<file path="config.mk">
export PLATFORM = sky130hd
export DESIGN_NAME = controlador_rpn
export DESIGN_NICKNAME = d
export VERILOG_FILES = /design/src/rtl/rpn_pkg.sv /design/src/rtl/controlador_rpn_debounce.sv /design/src/rtl/controlador_rpn.sv
export SDC_FILE = /design/constraint.sdc
export NUM_CORES = 1
export LEC_CHECK = 0
export CORE_AREA = 2 2 80 82
export CTS_BUF_LIST = sky130_fd_sc_hd__clkbuf_4 sky130_fd_sc_hd__clkbuf_8
export DETAILED_ROUTE_END_ITERATION = 8
export DIE_AREA = 0 0 82 84
export GPL_ROUTABILITY_DRIVEN = 0
export GPL_TIMING_DRIVEN = 0
export PLACE_DENSITY = 0.84
export SLEW_MARGIN = 0
export SYNTH_ARGS = -nofsm -noshare
export SYNTH_HDL_FRONTEND = slang
export SYNTH_HIERARCHICAL = 1
export SYNTH_SLANG_ARGS = --single-unit
</file>
<file path="constraint.sdc">
create_clock -name clk -period 2.18 [get_ports clk]
set_clock_uncertainty 0.05 [all_clocks]
set_input_delay 0.436 -clock clk [delete_from_list [all_inputs] [get_ports clk]]
set_output_delay 0.436 -clock clk [all_outputs]
set_load 0.05 [all_outputs]
</file>
<file path="src/rtl/rpn_pkg.sv">
// Shared types and constants for the RPN calculator controller.
// Operation codes, unary-code mask and controller state encoding.
package rpn_pkg;

  localparam int LARGURA_PAD = 8;

  localparam logic [2:0] OP_SOMA = 3'd0;
  localparam logic [2:0] OP_SUB  = 3'd1;
  localparam logic [2:0] OP_AND  = 3'd2;
  localparam logic [2:0] OP_OR   = 3'd3;
  localparam logic [2:0] OP_XOR  = 3'd4;
  localparam logic [2:0] OP_MUL  = 3'd5;
  localparam logic [2:0] OP_NOT  = 3'd6;
  localparam logic [2:0] OP_NEG  = 3'd7;

  localparam logic [2:0] UNARIO_MASK = 3'b110;

  typedef enum logic [2:0] {
    OCIOSO,
    PUSH_NUM,
    POP_B,
    POP_A,
    EXEC,
    ESPERA,
    PUSH_RES,
    ERRO
  } estado_t;

  function automatic logic eh_unario(input logic [2:0] op);
    return (op & UNARIO_MASK) == UNARIO_MASK;
  endfunction

endpackage

</file>
<file path="src/rtl/controlador_rpn_debounce.sv">
// Key synchronizer and debouncer; emits one pulse per accepted press.
// Keys are active-low, so the idle accepted level is 1.
module debounce_botao #(
  parameter int CICLOS = 16
) (
  input  logic clk,
  input  logic rst_n,
  input  logic i_btn_n,
  output logic o_evento
);

  localparam int CW = $clog2(CICLOS + 1);

  logic          r_s1;
  logic          r_s2;
  logic          r_nivel;
  logic [CW-1:0] r_cnt;
  logic          r_evento;

  always_ff @(posedge clk or negedge rst_n) begin
    if (!rst_n) begin
      r_s1     <= 1'b1;
      r_s2     <= 1'b1;
      r_nivel  <= 1'b1;
      r_cnt    <= '0;
      r_evento <= 1'b0;
    end else begin
      r_s1     <= i_btn_n;
      r_s2     <= r_s1;
      r_evento <= 1'b0;
      if (r_s2 == r_nivel) begin
        r_cnt <= '0;
      end else if (r_cnt == CW'(CICLOS - 1)) begin
        // new level held for CICLOS samples in a row
        r_nivel  <= r_s2;
        r_cnt    <= '0;
        r_evento <= ~r_s2;
      end else begin
        r_cnt <= r_cnt + 1'b1;
      end
    end
  end

  assign o_evento = r_evento;

endmodule

</file>
<file path="src/rtl/controlador_rpn.sv">
// Sequencing controller between board keys, stack and ALU.
// Pushes numbers, pops operands, runs the ALU and pushes the result.
module controlador_rpn
  import rpn_pkg::*;
#(
  parameter int LARGURA         = LARGURA_PAD,
  parameter int PROFUNDIDADE    = 8,
  parameter int DEBOUNCE_CICLOS = 16,
  parameter int ULA_TIMEOUT     = 31
) (
  input  logic                              clk,
  input  logic                              rst,
  input  logic                              btn_numero,
  input  logic                              btn_operacao,
  input  logic [LARGURA-1:0]                entrada,
  input  logic [2:0]                        codigo_op,
  input  logic [LARGURA-1:0]                pilha_topo,
  output logic                              pilha_push,
  output logic                              pilha_pop,
  output logic [LARGURA-1:0]                pilha_dado,
  output logic [LARGURA-1:0]                ula_a,
  output logic [LARGURA-1:0]                ula_b,
  output logic [2:0]                        ula_op,
  output logic                              ula_start,
  input  logic                              ula_pronto,
  input  logic [LARGURA-1:0]                ula_resultado,
  input  logic                              ula_erro,
  output logic [$clog2(PROFUNDIDADE+1)-1:0] profundidade,
  output logic [LARGURA-1:0]                valor_exibido,
  output logic                              ocupado,
  output logic                              erro
);

  localparam int PW = $clog2(PROFUNDIDADE + 1);
  localparam int TW = $clog2(ULA_TIMEOUT + 1);

  estado_t            r_estado;
  estado_t            w_prox;
  logic [PW-1:0]      r_prof;
  logic [LARGURA-1:0] r_dado;
  logic [LARGURA-1:0] r_exib;
  logic [LARGURA-1:0] r_a;
  logic [LARGURA-1:0] r_b;
  logic [2:0]         r_op;
  logic [TW-1:0]      r_timer;

  logic          w_ev_num;
  logic          w_ev_op;
  logic          w_unario;
  logic [PW-1:0] w_min;

  debounce_botao #(.CICLOS(DEBOUNCE_CICLOS)) u_deb_num (
    .clk      (clk),
    .rst_n    (rst),
    .i_btn_n  (btn_numero),
    .o_evento (w_ev_num)
  );

  debounce_botao #(.CICLOS(DEBOUNCE_CICLOS)) u_deb_op (
    .clk      (clk),
    .rst_n    (rst),
    .i_btn_n  (btn_operacao),
    .o_evento (w_ev_op)
  );

  assign w_unario = eh_unario(codigo_op);
  assign w_min    = w_unario ? PW'(1) : PW'(2);

  always_ff @(posedge clk or negedge rst) begin
    if (!rst) r_estado <= OCIOSO;
    else      r_estado <= w_prox;
  end

  always_comb begin
    w_prox     = r_estado;
    pilha_push = 1'b0;
    pilha_pop  = 1'b0;
    ula_start  = 1'b0;
    ocupado    = 1'b1;
    erro       = 1'b0;
    unique case (r_estado)
      OCIOSO: begin
        ocupado = 1'b0;
        // number key has priority over a same-cycle operation key
        if (w_ev_num) begin
          if (r_prof == PW'(PROFUNDIDADE)) w_prox = ERRO;
          else                             w_prox = PUSH_NUM;
        end else if (w_ev_op) begin
          if (r_prof < w_min) w_prox = ERRO;
          else if (w_unario)  w_prox = POP_A;
          else                w_prox = POP_B;
        end
      end
      PUSH_NUM: begin
        pilha_push = 1'b1;
        w_prox     = OCIOSO;
      end
      POP_B: begin
        pilha_pop = 1'b1;
        w_prox    = POP_A;
      end
      POP_A: begin
        pilha_pop = 1'b1;
        w_prox    = EXEC;
      end
      EXEC: begin
        ula_start = 1'b1;
        w_prox    = ESPERA;
      end
      ESPERA: begin
        if (ula_pronto)                     w_prox = ula_erro ? ERRO : PUSH_RES;
        else if (r_timer == TW'(ULA_TIMEOUT)) w_prox = ERRO;
      end
      PUSH_RES: begin
        pilha_push = 1'b1;
        w_prox     = OCIOSO;
      end
      ERRO: begin
        ocupado = 1'b0;
        erro    = 1'b1;
        if (w_ev_num || w_ev_op) w_prox = OCIOSO;
      end
      default: w_prox = OCIOSO;
    endcase
  end

  always_ff @(posedge clk or negedge rst) begin
    if (!rst) begin
      r_prof  <= '0;
      r_dado  <= '0;
      r_exib  <= '0;
      r_a     <= '0;
      r_b     <= '0;
      r_op    <= '0;
      r_timer <= '0;
    end else begin
      unique case (r_estado)
        OCIOSO: begin
          if (w_prox == PUSH_NUM) r_dado <= entrada;
          if (w_prox == POP_B || w_prox == POP_A) r_op <= codigo_op;
          if (w_prox == POP_A) r_b <= '0;
        end
        PUSH_NUM, PUSH_RES: begin
          r_prof <= r_prof + 1'b1;
          r_exib <= r_dado;
        end
        POP_B: begin
          r_b    <= pilha_topo;
          r_prof <= r_prof - 1'b1;
        end
        POP_A: begin
          r_a    <= pilha_topo;
          r_prof <= r_prof - 1'b1;
        end
        EXEC: r_timer <= '0;
        ESPERA: begin
          r_timer <= r_timer + 1'b1;
          if (ula_pronto) r_dado <= ula_resultado;
        end
        default: ;
      endcase
    end
  end

  assign pilha_dado    = r_dado;
  assign ula_a         = r_a;
  assign ula_b         = r_b;
  assign ula_op        = r_op;
  assign profundidade  = r_prof;
  assign valor_exibido = r_exib;

endmodule
</file>
# Yosys cells after proc, flatten, opt, wreduce, memory -nomap -nowiden
# Cells that the tools add are included.
[word_totals]
regBits = 65
in_bits = 33
word_cells = 94
[classes]
n_addsub = 5
magnitude_cmp = 1
n_eq_ne = 20
muxes = 31
bitwise_logic = 4
n_reduce_logical = 15
[op_table]
columns = ["operator", "count"]
rows = [
  ["one-hot mux 8 bit (2 select lines)", 2],
  ["two-way mux 8 bit", 3],
  ["two-way mux 3 bit", 7],
  ["one-hot mux 3 bit (7 select lines)", 1],
  ["two-way mux 5 bit", 4],
  ["adder 5 x 1 -> 5 bit (second input constant)", 3],
  ["equality test 3 x 2 -> 1 bit (second input constant)", 4],
  ["equality test 3 bit (second input constant)", 4],
  ["two-way mux 1 bit", 11],
  ["equality test 5 x 4 -> 1 bit (second input constant)", 2],
  ["one-hot mux 5 bit (2 select lines)", 1],
  ["one-hot mux 4 bit (2 select lines)", 1],
  ["AND reduction 2 bit", 4],
  ["nonzero test 2 bit", 4],
  ["equality test 3 x 1 -> 1 bit (second input constant)", 2],
  ["inequality test 2 bit (second input constant)", 3],
  ["OR reduction 2 bit", 3],
  ["equality test 5 bit (second input constant)", 1],
  ["adder 4 x 1 -> 4 bit (second input constant)", 1],
  ["equality test 4 bit (second input constant)", 1],
  ["< comparator 4 x 2 -> 1 bit", 1],
  ["NOT 1 bit", 4],
  ["subtractor 4 x 1 -> 4 bit (second input constant)", 1],
  ["zero test 3 bit", 1],
  ["other kinds (5)", 7],
]

# Logic depth before layout (Yosys ltp)
[depth]
ltp_word = 10
depth_mapped = 7

# Modules after synthesis
# Netlist, hierarchy kept.
[modules_own_cells]
columns = ["mod", "instances", "cells_each", "area_per_inst_um2", "seq_area_each_um2"]
rows = [
  ["controlador_rpn", 1, 200, 2230.9, 1176.1],
  ["debounce_botao", 2, 25, 341.6, 229.0],
]

# Least setup slack after synthesis
# No wires, ideal clock.
[synth_path]
path_type = "reg2reg"
startpoint = "register r_estado[1]"
endpoint = "register r_prof[3], in the netlist profundidade[3]"
setup_ps = 141
arrival_time_ps = 2397
required_time_ps = 1989
slack_ps = -409
path_stages_with_launch = 8
period_less_slack_ps = 2589
path_cell_list = "dfrtp_1 > buf_6 > nor2b_1 > ha_1 > a21oi_1 > a211oi_1 > nor3_1 > xnor2_1"
[synth_between]
elab_chain_len = 3
[synth_rtl]
columns = ["item", "line_no", "source"]
rows = [
  ["from (decl)", "controlador_rpn.sv:37", "estado_t r_estado;"],
  ["from (signal assigned)", "controlador_rpn.sv:71", "else r_estado <= w_prox;"],
  ["equality test 3 x 2 -> 1 bit (tied with other cells)", "controlador_rpn.sv:137", "unique case (r_estado)"],
  ["OR reduction 2 bit (no line)", "n/a", ""],
  ["one-hot mux 4 bit (2 select lines) / nonzero test 2 bit (equally long branches)", "n/a", ""],
  ["to (signal assigned)", "controlador_rpn.sv:144", "r_prof <= r_prof + 1'b1;"],
  ["to (signal assigned)", "controlador_rpn.sv:149", "r_prof <= r_prof - 1'b1;"],
  ["to (signal assigned)", "controlador_rpn.sv:153", "r_prof <= r_prof - 1'b1;"],
  ["to (decl)", "controlador_rpn.sv:39", "logic [PW-1:0] r_prof;"],
]
# Several ways; a longest one is shown, not always the timed one.
# A chain may end at the register's enable or synchronous reset.

# Worst setup path after layout
[layout_path]
startpoint = "register r_prof[1], in the netlist profundidade[1]"
endpoint = "output profundidade[1]"
[layout_lines]
columns = ["item", "line_no", "source"]
rows = [
  ["to (decl)", "controlador_rpn.sv:28", "output logic [$clog2(PROFUNDIDADE+1)-1:0] profundidade,"],
]
# No word-level cell between the ends.

==> flow_summary.json <==
{
  "post_drt_wl_per_cell_um": 14.8,
  "cts_tree": "built",
  "cts.reportedPaths.clkPinSlew_ns": 0.07,
  "antenna_found_initial": 0,
  "dieArea_mm2": 0.00689,
  "fin_ws_ns": 0.0577,
  "drc": 0,
  "setup.worst_path.end_class": "primary output",
  "grtUsageMet2_pct": 32.6,
  "fmax_ghz": 0.471,
  "grt_max_degree": 41,
  "dp_cells": 404,
  "io_pins": 77,
  "rsz0062_at_grt": "no",
  "p_per_area_mw_per_mm2": 748,
  "drive_gt1_share_pct": 21.3,
  "slew_viol_final": 0,
  "nets": 378,
  "clock_sinks": 65,
  "max_cap_viol_count": 0,
  "post_cts_buffers": 0,
  "hpwl_um": 4650,
  "critical_path.cell_chain": "clkdlybuf4s50_1",
  "use_met3_pct": 3.90,
  "final_cell_mix": "clkdlybuf4s50_1, dfrtp_1, nand2_1, mux2_2, o21ai_0",
  "path_buf_inv": 1,
  "crit_arrival_ns": 1.64,
  "cts_hold_buf": 0,
  "portBuffers": 76,
  "crit_slowest_cell": "clkdlybuf4s50_1",
  "worstRegToRegCells": 7,
  "required_ns": 1.69,
  "fillers": 462,
  "insertion_delay_ns": 0.34,
  "final_common_cell": "clkdlybuf4s50_1",
  "grt_pass1_wl_um": 10400,
  "diodes": 0,
  "grt_overflow_total": 0,
  "drt_iter0_markers": 113,
  "ir_drop_v": 0.000565,
  "routed_wl_um": 6200,
  "rows": 29,
  "netlist_area_mm2": 0.00291,
  "tightest_slew_ns": 0.890,
  "p_leak_nw": 1.90,
  "globalRoute.busiestLayer": "met2",
  "critPathTopFamily": "buffers and inverters",
  "hold_violations": 0,
  "ys_types": 45,
  "core_mm2": 0.00610,
  "die_h_um": 84,
  "synth_edf_count": 0,
  "ys_seq_area_share_pct": 56.1,
  "syn_area_per_cell_um2": 11.7,
  "initial_core_util_pct": 47.8,
  "synthFlopType": "dfrtp_1",
  "worstHoldPathType": "in -> async",
  "use_met1_pct": 24.8,
  "track_usage_pct": 19.6,
  "slowest_delay_ns": 0.85,
  "cts.htree.levels": 3,
  "area_growth_pct": 36.3,
  "place_ws_ns": -0.206,
  "synthesis.nets": 290,
  "antenna_left": 0,
  "dr.pass1.iters": 4,
  "crit_type": "reg -> out",
  "die_w_um": 82,
  "r2r_slack_ns": 0.16,
  "yosys_register_bits": 65,
  "setup_viol": 0,
  "cts_buffer_depth": 2,
  "first_global_vias": 2243,
  "ys_warn_count": 6,
  "netlist_instances": 250,
  "period_needed_ns": 2.12,
  "numCtsBuffers": 9,
  "relSlewSlack_pct": 40.2,
  "cp-start-kind": "flop",
  "viasPerCell": 5.28,
  "instances_no_fill": 420,
  "synthArstFlopShare_pct": 100,
  "path_max_fanout": 6,
  "root_buffer": "clkbuf_8",
  "path_depth": 1,
  "fin_crit_sh_pct": 97.4,
  "status": "finished clean",
  "vias": 2219
}
==> Yosys cell counts, drive strengths merged (2+ instances only) <==
library cell	count	area, µm²
nand2b	3	18.8
buf	7	45.0
a211oi	2	15.0
nor2	15	63.8
nand3	8	50.1
nor3	4	20.0
xnor2	2	17.5
inv	4	15.0
mux2	22	248
mux2i	9	90.1
or3	3	18.8
dfstp	6	158
xor2	7	61.3
nor4b	2	17.5
dfrtp	59	1480
a21oi	13	65.1
ha	6	75.1
and3	6	38.8
o21ai	16	80.1
and2	2	12.5
o211ai	2	25.0
nand2	35	131
nor2b	2	12.5
==> registers in the layout, indices dropped and copies added (netlist names), 3 cells and up <==
name and count:
pilha_dado 8, valor_exibido 8, profundidade 4, ula_op 3
r_timer 5, u_deb_num/r_cnt 5, u_deb_op/r_cnt 5, ula_a 8
ula_b 8, r_estado 3
==> kinds of logic (layout without fill, tap and decap cells) <==
group / Yosys count / after routing / share of synthesized area (%)
buffers and inverters: 12 / 105 / 2.19
XOR/XNOR: 9 / 9 / 2.71
adder cells (fa/ha/maj): 7 / 7 / 3.26
flip-flops: 65 / 65 / 56.1
AO/OA/AOI/OAI: 42 / 42 / 9.49
AND/OR/NAND/NOR: 84 / 84 / 14.7
multiplexers: 31 / 31 / 11.6
==> metal layers <==
layer  up-vias  part of all wire (%)
li1       1059                     -
met1      1087                    41
met2        63                    52
met3        10                   5.9
met4         0                   1.5
met5         -                     0
==> what timing repair did <==
item | CTS | global route
resized for setup | 22 | 13
setup endpoints to repair | 5 | 5
endpoints found under the hold margin | 0 | 0
==> cell type report <==
type                            instances  area [µm²]  share of cell area (%)
Timing Repair Buffer                   77         768                    19.3
Multi-Input combinational cell        173        1230                    31.0
Sequential cell                        65        1640                    41.2
Clock inverter                          6        35.0                   0.882
Inverter                                4        15.0                   0.378
Clock buffer                           10         131                    3.31
Tap cell                               77        96.3                    2.43
Buffer                                  8        58.8                    1.48
==> stage by stage <==
step / power, W / TNS, ns / hold slack (ns) / util [%] / area [µm²]
after global placement: 0.00211 / -88.14 / 0.296 / 62.0 / 3780
after floorplan: 0.00182 / -0.00301 / 0.0904 / - / 2920
final: 0.00297 / 0 / 0.0510 / 65.1 / 3970
after global routing: 0.00310 / 0 / 0.109 / 65.1 / 3970
after CTS: 0.00300 / 0 / 0.0693 / 65.0 / 3960
after detailed placement: 0.00214 / -0.542 / 0.297 / 62.2 / 3790
==> report_power, final <==
part	leakage (nW)	internal [W]	switching, W	total [W]
logic	1.01	0.000273	0.000459	0.000732
registers	0.806	0.00132	0.0000652	0.00138
clock network	0.0852	0.000416	0.000441	0.000857
total	1.90	0.00200	0.000965	0.00297
==> path summary, 6_finish.rpt <==
kind | startpoint | endpoint
worst max-delay path | profundidade[1] | profundidade[1]
worst min-delay path | rst | ula_b[1]
worst max register to register | r_estado[1] | profundidade[3]
worst min register to register | u_deb_op/r_s1 | u_deb_op/r_s2
max in group asynchronous | rst | u_deb_num/r_s2
min in group clk | u_deb_op/r_s1 | u_deb_op/r_s2
Power figures use the tool's default switching activity.
